===== src/rtl/ovl_pkg.sv =====
// ---------------------------------------------------------------------------
// ovl_pkg
// Shared definitions for the sprite overlay streamer:
//   - TRANSP_DEFAULT : default RGB565 colour key (magenta) for sprite pixels
//   - addr_width     : width of a linear address into an h*v array
//   - coord_width    : width of a coordinate / offset into a dimension of n
//   - idx_width      : width of an overlay index for n overlays
//   - state_t        : streamer FSM states
// ---------------------------------------------------------------------------
package ovl_pkg;

  localparam logic [15:0] TRANSP_DEFAULT = 16'hF81F;

  // A zero-width vector is illegal, so every width helper clamps to 1 bit.
  function automatic int addr_width(input int h, input int v);
    return (h * v > 1) ? $clog2(h * v) : 1;
  endfunction

  function automatic int coord_width(input int n);
    return (n > 1) ? $clog2(n) : 1;
  endfunction

  function automatic int idx_width(input int n);
    return (n > 1) ? $clog2(n) : 1;
  endfunction

  typedef enum logic [1:0] {
    IDLE,
    FETCH,
    WAIT,
    HOLD
  } state_t;

endpackage


===== src/rtl/ovl_hit_sel.sv =====
// ---------------------------------------------------------------------------
// ovl_hit_sel
// Combinational hit test for a pixel coordinate against NUM_OVL sprites.
// Picks the lowest-index enabled sprite covering (x, y) and reports where
// inside that sprite the pixel falls.
// Ports:
//   x, y      : pixel coordinate being tested
//   en        : per-overlay enable
//   ox, oy    : packed per-overlay left column / top row
//   hit       : some enabled overlay covers (x, y)
//   idx       : index of the winning overlay
//   row, col  : pixel offset inside the winning sprite
// ---------------------------------------------------------------------------
module ovl_hit_sel
  import ovl_pkg::*;
#(
  parameter int H_RES   = 128,
  parameter int V_RES   = 128,
  parameter int NUM_OVL = 4,
  parameter int OVL_W   = 8,
  parameter int OVL_H   = 8,
  localparam int XW     = coord_width(H_RES),
  localparam int YW     = coord_width(V_RES),
  localparam int IW     = idx_width(NUM_OVL),
  localparam int CW     = coord_width(OVL_W),
  localparam int RW     = coord_width(OVL_H)
) (
  input  logic [XW-1:0]         x,
  input  logic [YW-1:0]         y,
  input  logic [NUM_OVL-1:0]    en,
  input  logic [NUM_OVL*XW-1:0] ox,
  input  logic [NUM_OVL*YW-1:0] oy,
  output logic                  hit,
  output logic [IW-1:0]         idx,
  output logic [RW-1:0]         row,
  output logic [CW-1:0]         col
);

  logic [NUM_OVL-1:0] in_rect;
  logic [CW-1:0]      col_i [NUM_OVL];
  logic [RW-1:0]      row_i [NUM_OVL];

  // Rectangle compares use one extra bit so ox+OVL_W past the right edge
  // does not wrap to a small value; sprites clip instead of reappearing
  // in column 0 / row 0.
  for (genvar i = 0; i < NUM_OVL; i++) begin : g_cmp
    logic [XW:0] ox_w;
    logic [YW:0] oy_w;
    assign ox_w = {1'b0, ox[i*XW +: XW]};
    assign oy_w = {1'b0, oy[i*YW +: YW]};
    assign in_rect[i] = en[i]
                      && ({1'b0, x} >= ox_w) && ({1'b0, x} < ox_w + (XW+1)'(OVL_W))
                      && ({1'b0, y} >= oy_w) && ({1'b0, y} < oy_w + (YW+1)'(OVL_H));
    assign col_i[i] = CW'(x - ox[i*XW +: XW]);
    assign row_i[i] = RW'(y - oy[i*YW +: YW]);
  end

  // Scanning from the highest index down lets the lowest hitting index
  // overwrite the others, giving overlay 0 top priority.
  always_comb begin
    hit = 1'b0;
    idx = '0;
    row = '0;
    col = '0;
    for (int i = NUM_OVL - 1; i >= 0; i--) begin
      if (in_rect[i]) begin
        hit = 1'b1;
        idx = IW'(i);
        row = row_i[i];
        col = col_i[i];
      end
    end
  end

endmodule


===== src/rtl/sprite_overlay_streamer.sv =====
// ---------------------------------------------------------------------------
// sprite_overlay_streamer
// Streams an H_RES x V_RES frame from a base-image memory with up to NUM_OVL
// colour-keyed sprites composited on top, one pixel per valid/ready beat.
// Ports:
//   clk, rst          : clock, synchronous active-high reset
//   frame_start       : start a frame (honoured only when idle)
//   auto_restart      : chain straight into the next frame after the last pixel
//   ovl_en/x/y        : overlay enables and packed positions (sampled per frame)
//   base_addr/rdata   : base image memory, 1-cycle read latency
//   spr_addr/rdata    : sprite memory {idx,row,col}, 1-cycle read latency
//   pix_data/valid    : composited pixel towards the display controller
//   pix_ready         : controller accepts the pixel
//   frame_done        : pulses in the cycle the last pixel is accepted
//   busy              : streamer is not idle
// ---------------------------------------------------------------------------
module sprite_overlay_streamer
  import ovl_pkg::*;
#(
  parameter int H_RES      = 128,
  parameter int V_RES      = 128,
  parameter int PIXEL_SIZE = 16,
  parameter int NUM_OVL    = 4,
  parameter int OVL_W      = 8,
  parameter int OVL_H      = 8,
  parameter logic [PIXEL_SIZE-1:0] TRANSP = PIXEL_SIZE'(TRANSP_DEFAULT),
  localparam int XW  = coord_width(H_RES),
  localparam int YW  = coord_width(V_RES),
  localparam int AW  = addr_width(H_RES, V_RES),
  localparam int SAW = addr_width(NUM_OVL * OVL_W, OVL_H)
) (
  input  logic                  clk,
  input  logic                  rst,
  input  logic                  frame_start,
  input  logic                  auto_restart,
  input  logic [NUM_OVL-1:0]    ovl_en,
  input  logic [NUM_OVL*XW-1:0] ovl_x,
  input  logic [NUM_OVL*YW-1:0] ovl_y,
  output logic [AW-1:0]         base_addr,
  input  logic [PIXEL_SIZE-1:0] base_rdata,
  output logic [SAW-1:0]        spr_addr,
  input  logic [PIXEL_SIZE-1:0] spr_rdata,
  output logic [PIXEL_SIZE-1:0] pix_data,
  output logic                  pix_valid,
  input  logic                  pix_ready,
  output logic                  frame_done,
  output logic                  busy
);

  localparam int IW = idx_width(NUM_OVL);
  localparam int CW = coord_width(OVL_W);
  localparam int RW = coord_width(OVL_H);

  state_t                state, state_next;
  logic [XW-1:0]         x, x_next;
  logic [YW-1:0]         y, y_next;
  logic [AW-1:0]         addr_next;
  logic [NUM_OVL-1:0]    sh_en, sh_en_next;
  logic [NUM_OVL*XW-1:0] sh_x, sh_x_next;
  logic [NUM_OVL*YW-1:0] sh_y, sh_y_next;
  logic                  hit_q;
  logic                  accept;
  logic                  last_pix;
  logic                  sel_hit;
  logic [IW-1:0]         sel_idx;
  logic [RW-1:0]         sel_row;
  logic [CW-1:0]         sel_col;
  logic [SAW-1:0]        spr_addr_next;

  assign accept     = pix_valid && pix_ready;
  assign last_pix   = (x == XW'(H_RES - 1)) && (y == YW'(V_RES - 1));
  assign frame_done = (state == HOLD) && accept && last_pix;
  assign busy       = (state != IDLE);

  // The hit test looks at the coordinate and shadow registers that are about
  // to be loaded, so spr_addr is already registered and stable during FETCH
  // alongside base_addr; both memories then answer in WAIT.
  ovl_hit_sel #(
    .H_RES  (H_RES),
    .V_RES  (V_RES),
    .NUM_OVL(NUM_OVL),
    .OVL_W  (OVL_W),
    .OVL_H  (OVL_H)
  ) u_hit_sel (
    .x  (x_next),
    .y  (y_next),
    .en (sh_en_next),
    .ox (sh_x_next),
    .oy (sh_y_next),
    .hit(sel_hit),
    .idx(sel_idx),
    .row(sel_row),
    .col(sel_col)
  );

  // Multiplication by powers of two reduces to {idx, row, col}.
  assign spr_addr_next = SAW'((int'(sel_idx) * OVL_H + int'(sel_row)) * OVL_W + int'(sel_col));

  // State register.
  always_ff @(posedge clk) begin
    if (rst) begin
      state <= IDLE;
    end else begin
      state <= state_next;
    end
  end

  // Next-state logic plus the pixel walk. base_addr is kept as a linear
  // counter that steps with x so no y*H_RES multiplier is needed. Overlay
  // inputs are copied into shadows only when a frame begins, which keeps a
  // frame tear-free while software moves sprites.
  always_comb begin
    state_next = state;
    x_next     = x;
    y_next     = y;
    addr_next  = base_addr;
    sh_en_next = sh_en;
    sh_x_next  = sh_x;
    sh_y_next  = sh_y;
    case (state)
      IDLE: begin
        if (frame_start) begin
          state_next = FETCH;
          x_next     = '0;
          y_next     = '0;
          addr_next  = '0;
          sh_en_next = ovl_en;
          sh_x_next  = ovl_x;
          sh_y_next  = ovl_y;
        end
      end
      FETCH: state_next = WAIT;
      WAIT:  state_next = HOLD;
      HOLD: begin
        if (accept) begin
          if (last_pix) begin
            x_next    = '0;
            y_next    = '0;
            addr_next = '0;
            if (auto_restart) begin
              state_next = FETCH;
              sh_en_next = ovl_en;
              sh_x_next  = ovl_x;
              sh_y_next  = ovl_y;
            end else begin
              state_next = IDLE;
            end
          end else begin
            state_next = FETCH;
            addr_next  = base_addr + AW'(1);
            if (x == XW'(H_RES - 1)) begin
              x_next = '0;
              y_next = y + YW'(1);
            end else begin
              x_next = x + XW'(1);
            end
          end
        end
      end
      default: state_next = IDLE;
    endcase
  end

  // Datapath registers. The sprite address and hit flag only change on
  // entry to FETCH; the composited pixel is captured in WAIT when both
  // memories have answered, and stays put in HOLD until accepted.
  always_ff @(posedge clk) begin
    if (rst) begin
      x         <= '0;
      y         <= '0;
      base_addr <= '0;
      sh_en     <= '0;
      sh_x      <= '0;
      sh_y      <= '0;
      hit_q     <= 1'b0;
      spr_addr  <= '0;
      pix_data  <= '0;
      pix_valid <= 1'b0;
    end else begin
      x         <= x_next;
      y         <= y_next;
      base_addr <= addr_next;
      sh_en     <= sh_en_next;
      sh_x      <= sh_x_next;
      sh_y      <= sh_y_next;
      if (state_next == FETCH) begin
        hit_q    <= sel_hit;
        spr_addr <= spr_addr_next;
      end
      if (state == WAIT) begin
        pix_data  <= (hit_q && (spr_rdata != TRANSP)) ? spr_rdata : base_rdata;
        pix_valid <= 1'b1;
      end else if ((state == HOLD) && accept) begin
        pix_valid <= 1'b0;
      end
    end
  end

endmodule


===== config.mk =====
export PLATFORM = sky130hd
export DESIGN_NAME = sprite_overlay_streamer
export DESIGN_NICKNAME = d
export VERILOG_FILES = /design/src/rtl/ovl_pkg.sv /design/src/rtl/ovl_hit_sel.sv /design/src/rtl/sprite_overlay_streamer.sv
export SDC_FILE = /design/constraint.sdc
export NUM_CORES = 1
export LEC_CHECK = 0
export BUFFER_PORTS_ARGS = -buffer_cell sky130_fd_sc_hd__buf_2
export CAP_MARGIN = 5
export CELL_PAD_IN_SITES_DETAIL_PLACEMENT = 0
export CELL_PAD_IN_SITES_GLOBAL_PLACEMENT = 2
export CORE_MARGIN = 2
export CORE_UTILIZATION = 36
export DETAILED_ROUTE_END_ITERATION = 6
export GPL_TIMING_DRIVEN = 0
export HOLD_SLACK_MARGIN = 0.02
export PLACE_DENSITY = 0.83
export SYNTH_ARGS = -nofsm -noshare
export SYNTH_HDL_FRONTEND = slang
export SYNTH_SLANG_ARGS = --single-unit

===== constraint.sdc =====
create_clock -name clk -period 14.45 [get_ports clk]
set_clock_uncertainty 0.2 [all_clocks]
set_input_delay 2.89 -clock clk [delete_from_list [all_inputs] [get_ports clk]]
set_output_delay 2.89 -clock clk [all_outputs]
set_load 0.1 [all_outputs]

* Word-level counts from Yosys, hierarchy flattened
Cells that the tools add are included.
** Cells by class
- Equal/unequal tests :: 9
- $mul :: 0
- Shift-type cells :: 0
- $lt $le $gt $ge :: 16
- Add/subtract/negate cells :: 21
- Div/mod/pow operators :: 0
- Reduce and logical (&&, ||, !) cells :: 26
- Multiplexer cells :: 53
- Bitwise operators :: 0
** Operators with widths (number)
- 2-to-1 mux 28 bit :: 8
- one-hot mux 28 bit (2 select lines) :: 2
- adder 7 x 4 -> 8 bit, second input constant :: 8
- < comparator 7 x 8 -> 1 bit :: 8
- >= comparator 7 bit :: 8
- 2-to-1 mux 7 bit :: 8
- 2-to-1 mux 14 bit :: 3
- one-hot mux 14 bit (2 select lines) :: 1
- one-hot mux 7 bit (2 select lines) :: 2
- 2-to-1 mux 3 bit :: 8
- subtractor 3 bit :: 8
- logical AND 1 bit :: 21
- 2-to-1 mux 16 bit :: 1
- 2-to-1 mux 4 bit :: 4
- != test 16 bit, second input constant :: 1
- adder 14 x 1 -> 14 bit, second input constant :: 1
- adder 7 x 1 -> 7 bit, second input constant :: 2
- == test 7 bit, second input constant :: 2
- 2-to-1 mux 2 bit :: 7
- adder 8 x 3 -> 8 bit :: 1
- one-hot mux 2 bit (4 select lines) :: 1
- one-hot mux 4 bit (2 select lines) :: 1
- 2-to-1 mux 1 bit :: 7
- nonzero test 2 bit :: 3
- 6 further kinds :: 9
** Word-level totals
- Memory bits (read-only) :: 0
- Latch bits :: 0
- Memories kept :: 0
- Bits of input ports :: 97
- Bits in registers :: 116
- Word-level logic and storage cells :: 136
- Bits in writable memories :: 0

* Logic depth before layout (Yosys ltp)
- Word-level depth :: 16
- Gate-level depth with buffers :: 24
- Mapped depth without buffers :: 19

* By module
A second synthesis with hierarchy kept.
** Second synthesis, totals
- Cell total of the unflattened synthesis :: 917
- Area, all modules :: 8241.7 um^2
** Modules (own cells, without submodules)
- sprite_overlay_streamer :: area an instance 5223.8 um^2, times used 1, cells an instance 540, seq. area each 2322.2 um^2
- ovl_hit_sel :: area an instance 3017.9 um^2, times used 1, cells an instance 377, seq. area each 0.0 um^2

* Worst setup path before layout
OpenSTA, ideal clock, no wires.
- Kind :: input to output
- Start :: input port pix_ready
- End :: output port frame_done
- Path buffers :: 1
- Arrival time :: 4279 ps
- Required time :: 11360 ps
- Path slack :: 7081 ps
- Stages :: 4
- Cell sequence :: nand2_1 -> clkbuf_1 -> nor2_1 -> and3_1
** On the way
- Word-level cells in the longest chain between the ends :: 3
** RTL lines
- start: declaration :: line sprite_overlay_streamer.sv:45 : input logic pix_ready,
- logical AND 1 bit :: line sprite_overlay_streamer.sv:70 : assign accept = pix_valid && pix_ready;
- logical AND 1 bit (2 in a row) :: line sprite_overlay_streamer.sv:72 : assign frame_done = (state == HOLD) && accept && last_pix;
- end: declaration :: line sprite_overlay_streamer.sv:46 : output logic frame_done,
Every way passes these cells.

* Worst setup path after layout
- Start :: input port frame_start
- End :: register spr_addr[3]
** On the way
- Word-level cells in the longest chain between the ends :: 13
** RTL lines
- start: declaration :: line sprite_overlay_streamer.sv:34 : input logic frame_start,
- 2-to-1 mux 28 bit or 2-to-1 mux 7 bit (tied branches) :: line sprite_overlay_streamer.sv:122 : if (frame_start) begin
- one-hot mux 28 bit (2 select lines) or one-hot mux 7 bit (2 select lines) (tied branches) :: line sprite_overlay_streamer.sv:120 : case (state)
- adder 7 x 4 -> 8 bit or >= comparator 7 bit (tied branches) :: line ovl_hit_sel.sv:52 : && ({1'b0, x} >= ox_w) && ({1'b0, x} < ox_w + (XW+1)'(OVL_W))
- < comparator 7 x 8 -> 1 bit or logical AND 1 bit (tied branches) :: line ovl_hit_sel.sv:52
- logical AND 1 bit :: line ovl_hit_sel.sv:52
- logical AND 1 bit (2 in a row) :: line ovl_hit_sel.sv:53 : && ({1'b0, y} >= oy_w) && ({1'b0, y} < oy_w + (YW+1)'(OVL_H));
- 2-to-1 mux 3 bit (4 in a row) :: line ovl_hit_sel.sv:66 : if (in_rect[i]) begin
- adder 5 x 3 -> 5 bit :: line sprite_overlay_streamer.sv:97 : assign spr_addr_next = SAW'((int'(sel_idx) * OVL_H + int'(sel_row)) * OVL_W + int'(sel_col));
- adder 8 x 3 -> 8 bit :: line sprite_overlay_streamer.sv:97
- end signal: assignment :: line sprite_overlay_streamer.sv:188 : spr_addr <= spr_addr_next;
- end: declaration :: line sprite_overlay_streamer.sv:41 : output logic [SAW-1:0] spr_addr,
Parallel ways exist; a longest one is shown, timed or not.
A chain may end at the register's enable or synchronous reset.

==> results.md <==
- The number of different library cells used by synthesis comes to 66.
- In this run, synthesis inferred 0 flip-flops with an integrated enable.
- The number of buffers added to fix hold violations after cts is 0.
- The most used flip-flop cell after synthesis is sky130_fd_sc_hd__dfxtp_1.
- Dividing the final minimum period by the clock period gives between 50 and 60%.
- The worst hold path belongs to the class reg -> reg.
- STA puts the critical path data arrival time at ~8.7 ns.
- For the pin with the worst max-slew slack, the measured transition is 1.05 ns.
- The number of endpoints with negative hold slack in the final report was 0.
- The proportion of power drawn by flip-flops and latches is around 24%.
- The worst-case IR drop observed on VDD is between 0.07 and 0.08 mV.
- The critical path's slowest cell is sky130_fd_sc_hd__or4b_2.
- The clock-pin slew on the worst setup and hold paths is approximately 0.060 ns.
- The antenna diode instance count is 0.
- The weighted congestion at the end of routability-driven global placement is between 0.8 and 0.9.
- Of the cells placed in the final design, the portion with a size suffix greater than 1 is roughly 19%.
- The routed via count divided by cell count is roughly 5.3.
- Counting the fill cells in the layout gives between 2000 and 2500.
- The number of optimization iterations in the first detailed-route pass is 5.
- The routed design uses between 10000 and 15000 um of met2 wire.
- For this run, the slowest stage of the critical path takes between 0.6 and 0.7 ns.
- In the final routed layout, each cell accounts on average for about 18 um.
- The aggregate global routing overflow is 0.
- The number of global-route vias before repair is 6948.
- Setup repair after global routing left no endpoint under its margin.
- The net load switching power is around 0.72 mW.
- The final layout contains 1277 nets.
- TritonCTS built the clock tree.
- The power density over the cells is ~170 nW/um^2.
- Of the synthesized area, sequential elements account for a little under a third.
- The number of pins with negative max-slew slack in the final report is 0.
- The non-filler instance count after layout is roughly 1400.
- Walking the worst path, the cells encountered are buf_2 -> nor2b_1 -> buf_2 -> nor2_1 -> o21ai_1 -> buf_6 -> clkbuf_1 -> clkbuf_1 -> clkbuf_1 -> a22oi_1 -> ha_1 -> nor2_1 -> or4b_2 -> a21oi_1 -> o22ai_1 -> o32ai_1 -> nand4_1 -> buf_2 -> nor3_1 -> a21oi_1 -> o221ai_1.
- Input and output buffers added on the ports amount to ~140.
- The number of top-level design ports is roughly 140.
- The die span in x is 151 um.
- The number of antenna violations at the first check in global routing is 0.
- For this design the static power due to leakage is ~4.2 nW.
- The floorplan has 53 rows.
- Counting along the longest clock path gives a buffer depth of 2.
- The worst setup path is launched from an input pin.
- In this run the worst path has a maximum fanout of 10.
- The detailed-placement wirelength estimate is about 19000 um.
- The cell sitting at the root of the clock tree is a sky130_fd_sc_hd__clkbuf_16.
- Global routing used 21.9% of the available tracks across all layers.
- The height of the die is between 150 and 200 um.
- The number of design-rule violations left by the first detailed-router iteration is 301.
- The internal portion of the total power is slightly below 0.9 mW.
- The mean post-synth cell area is approximately 8.5 sq um.
- In this run the cell area of the synthesized design comes to 7730 sq um.
- After synthesis the netlist holds a flip-flop and latch count of between 100 and 150.
- Setup violations remaining at the end of the flow were counted as 0.
- The run finished with clean final reports.
- The first global-routing pass estimated between 30000 and 40000 um of wire.
- The required time of the critical path is around 15 ns.
- The maximum clock frequency is 117 MHz.
- Summed over all nets, wire length on met3 after detailed routing comes to about 1300 um.
- CTS built an H-tree with a depth of 4.
- The die outline area is approximately 23000 sq um.
- After clock tree synthesis, the setup repair step added 0 buffers.
- Yosys attributes the largest share of cell area to sky130_fd_sc_hd__dfxtp_1 30%, sky130_fd_sc_hd__ha_1 17%, sky130_fd_sc_hd__nor2_1 5.3%.
- The share of flip-flops with an asynchronous set or reset after synthesis is 0%.
- After detailed routing, the total wire length is between 20000 and 25000 um.
- In this run, placement finished with an instance count of around 1300.
- The insertion delay of the later-clocked pin in the worst-skew pair is between 0.4 and 0.5 ns.
- Of the total power, the clock network draws about 28%.
- The area growth from synthesis to layout is 21.9%.
- After detailed routing, the number of remaining DRC violations is 0.
- The share of total power dissipated in combinational logic is 48.1%.
- The synthesized net count is 1115.
- The category of the most critical setup path is in -> reg.
- For this configuration, the core starts out at a cell density of 36.8%.
- The sum of negative setup slack is 0 ns.
- Across all layers, the routed design uses approximately 7200 vias.
- Max-cap violations in this run came to 0.
- The length of routed wiring on met1 is 11400 um.
- Counting every sink on the clock net gives 116.
- The post-route minimum period is roughly 8.5 ns.
- The core box area is 21000 sq um.
- Entering global routing, the biggest net connects 17 pins.
- The uppermost metal layer occupied by signal nets is met4.
- The top cell type by area accounts for a little under a third of the synthesized area.
- Of the total power, the share spent switching nets is between 40% and 50%.
- Yosys printed 0 warnings.
- Synthesis produced a netlist whose cell count is between 900 and 1000.
- The worst setup path is captured at a flip-flop.
- The clock buffer count from CTS is 17.
- In this run the remaining antenna-violating nets after routing total 0.
- The post-cts gate resize count is 0.
- The relative max-transition margin is between 20% and 30%.
- The biggest area consumer among synthesized cells is sky130_fd_sc_hd__dfxtp_1.
## layer usage
| metal | up-vias | track usage (%) |
|---|---|---|
| li1 | 3605 | - |
| met1 | 3355 | 29.1 |
| met2 | 183 | 36.9 |
| met3 | 19 | 4.06 |
| met4 | 0 | 4.58 |
| met5 | - | 0 |
## worst paths after layout
| path | end | cells after the start | start | slack [ns] |
|---|---|---|---|---|
| max | spr_addr[3] | 21 | frame_start | 5.93 |
| min | spr_addr[6] | 2 | spr_addr[6] | 0.26 |
| max reg2reg | spr_addr[3] | 21 | state[0] | 7.64 |
| min reg2reg | spr_addr[6] | 2 | spr_addr[6] | 0.26 |
## cell usage after synthesis, types with 3 or more instances
cell,n
sky130_fd_sc_hd__nor2b_1,29
sky130_fd_sc_hd__o221ai_1,6
sky130_fd_sc_hd__clkbuf_1,32
sky130_fd_sc_hd__or2_2,5
sky130_fd_sc_hd__and2_1,3
sky130_fd_sc_hd__or3_1,4
sky130_fd_sc_hd__o31ai_1,7
sky130_fd_sc_hd__fa_1,8
sky130_fd_sc_hd__mux2i_1,3
sky130_fd_sc_hd__ha_1,102
sky130_fd_sc_hd__a221oi_2,3
sky130_fd_sc_hd__a311oi_1,15
sky130_fd_sc_hd__o21bai_1,4
sky130_fd_sc_hd__a21oi_1,55
sky130_fd_sc_hd__nor2_1,110
sky130_fd_sc_hd__a21o_1,13
sky130_fd_sc_hd__xor2_1,25
sky130_fd_sc_hd__xnor2_1,10
sky130_fd_sc_hd__a22oi_1,49
sky130_fd_sc_hd__o2111ai_1,4
sky130_fd_sc_hd__nand2_1,69
sky130_fd_sc_hd__and3_1,4
sky130_fd_sc_hd__or4b_2,3
sky130_fd_sc_hd__o22ai_1,3
sky130_fd_sc_hd__o21a_1,6
sky130_fd_sc_hd__nor3_1,16
sky130_fd_sc_hd__nand4_1,12
sky130_fd_sc_hd__a22o_1,11
sky130_fd_sc_hd__a211oi_1,5
sky130_fd_sc_hd__o21ai_0,39
sky130_fd_sc_hd__o32ai_1,3
sky130_fd_sc_hd__nand2b_1,13
sky130_fd_sc_hd__dfxtp_1,116
sky130_fd_sc_hd__inv_1,54
sky130_fd_sc_hd__nand3_1,15
sky130_fd_sc_hd__buf_6,5
sky130_fd_sc_hd__nand3b_1,5
## cell type report
class	count	area (sq um)	area share, %
multi-input combinational	698	5030	53.3
timing repair buffer	143	723	7.67
inverter	54	203	2.15
sequential	116	2320	24.6
clock buffer	18	439	4.66
buffer	40	190	2.02
clock inverter	14	176	1.87
tap	275	344	3.65
## placed cells by master (no fill, tap or decap), drive strengths merged, types with 13 or more instances in the layout
cell type / count
buf: 151
dfxtp: 116
nor2: 111
ha: 102
nand2: 69
inv: 57
a21oi: 55
a22oi: 52
clkbuf: 50
o21ai: 40
nor2b: 29
xor2: 25
nor3: 16
nand3: 15
a311oi: 15
nand4: 14
nand2b: 13
a21o: 13
## registers in the layout, indices dropped and copies added (netlist names)
signal	count
base_addr	14
hit_q	1
sh_en	4
spr_addr	8
pix_data	16
x	7
y	7
pix_valid	1
state	2
sh_y	28
sh_x	28
## power groups by stage
stage                     sequential [mW]  combinational (mW)  clock (mW)
after floorplan                     0.498               0.465           0
after global placement              0.394               0.771           0
after detailed placement            0.395               0.773           0
after CTS                           0.388               0.778       0.456
after global routing                0.393               0.856       0.473
final                               0.388               0.774       0.447
## logic make-up (layout without fill, tap and decap cells)
family                   count (synthesis)  in the layout  share of synthesized area (%)
buffers and inverters                   94            269                           5.08
flip-flops                             116            116                           30.0
AND/OR/NAND/NOR                        305            305                           19.4
adder cells (fa/ha/maj)                110            110                           18.6
AO/OA/AOI/OAI                          245            245                           22.5
multiplexers                             3              3                          0.388
XOR/XNOR                                35             35                           3.97
## stage by stage
stage	instance area [sq um]	power (mW)	setup WS [ns]	hold WS, ns	util (%)
2_1_floorplan	7730	0.963	7.08	0.272	-
3_3_place_gp	8760	1.16	5.50	0.246	41.7
3_5_place_dp	8810	1.17	5.50	0.248	41.9
4_1_cts	9430	1.62	5.91	0.257	44.8
5_1_grt	9430	1.72	5.56	0.284	44.8
6_report	9430	1.61	5.93	0.257	44.8
## worst max-delay path, delay by kind of cell
family / cells / cell delay (ns)
and+or+nand+nor: 6 / 1.43
adders and majority gates: 1 / 0.40
AOI/OAI and AO/OA: 7 / 1.60
buffers and inverters: 7 / 2.33
(Power assumes the default switching activity.)
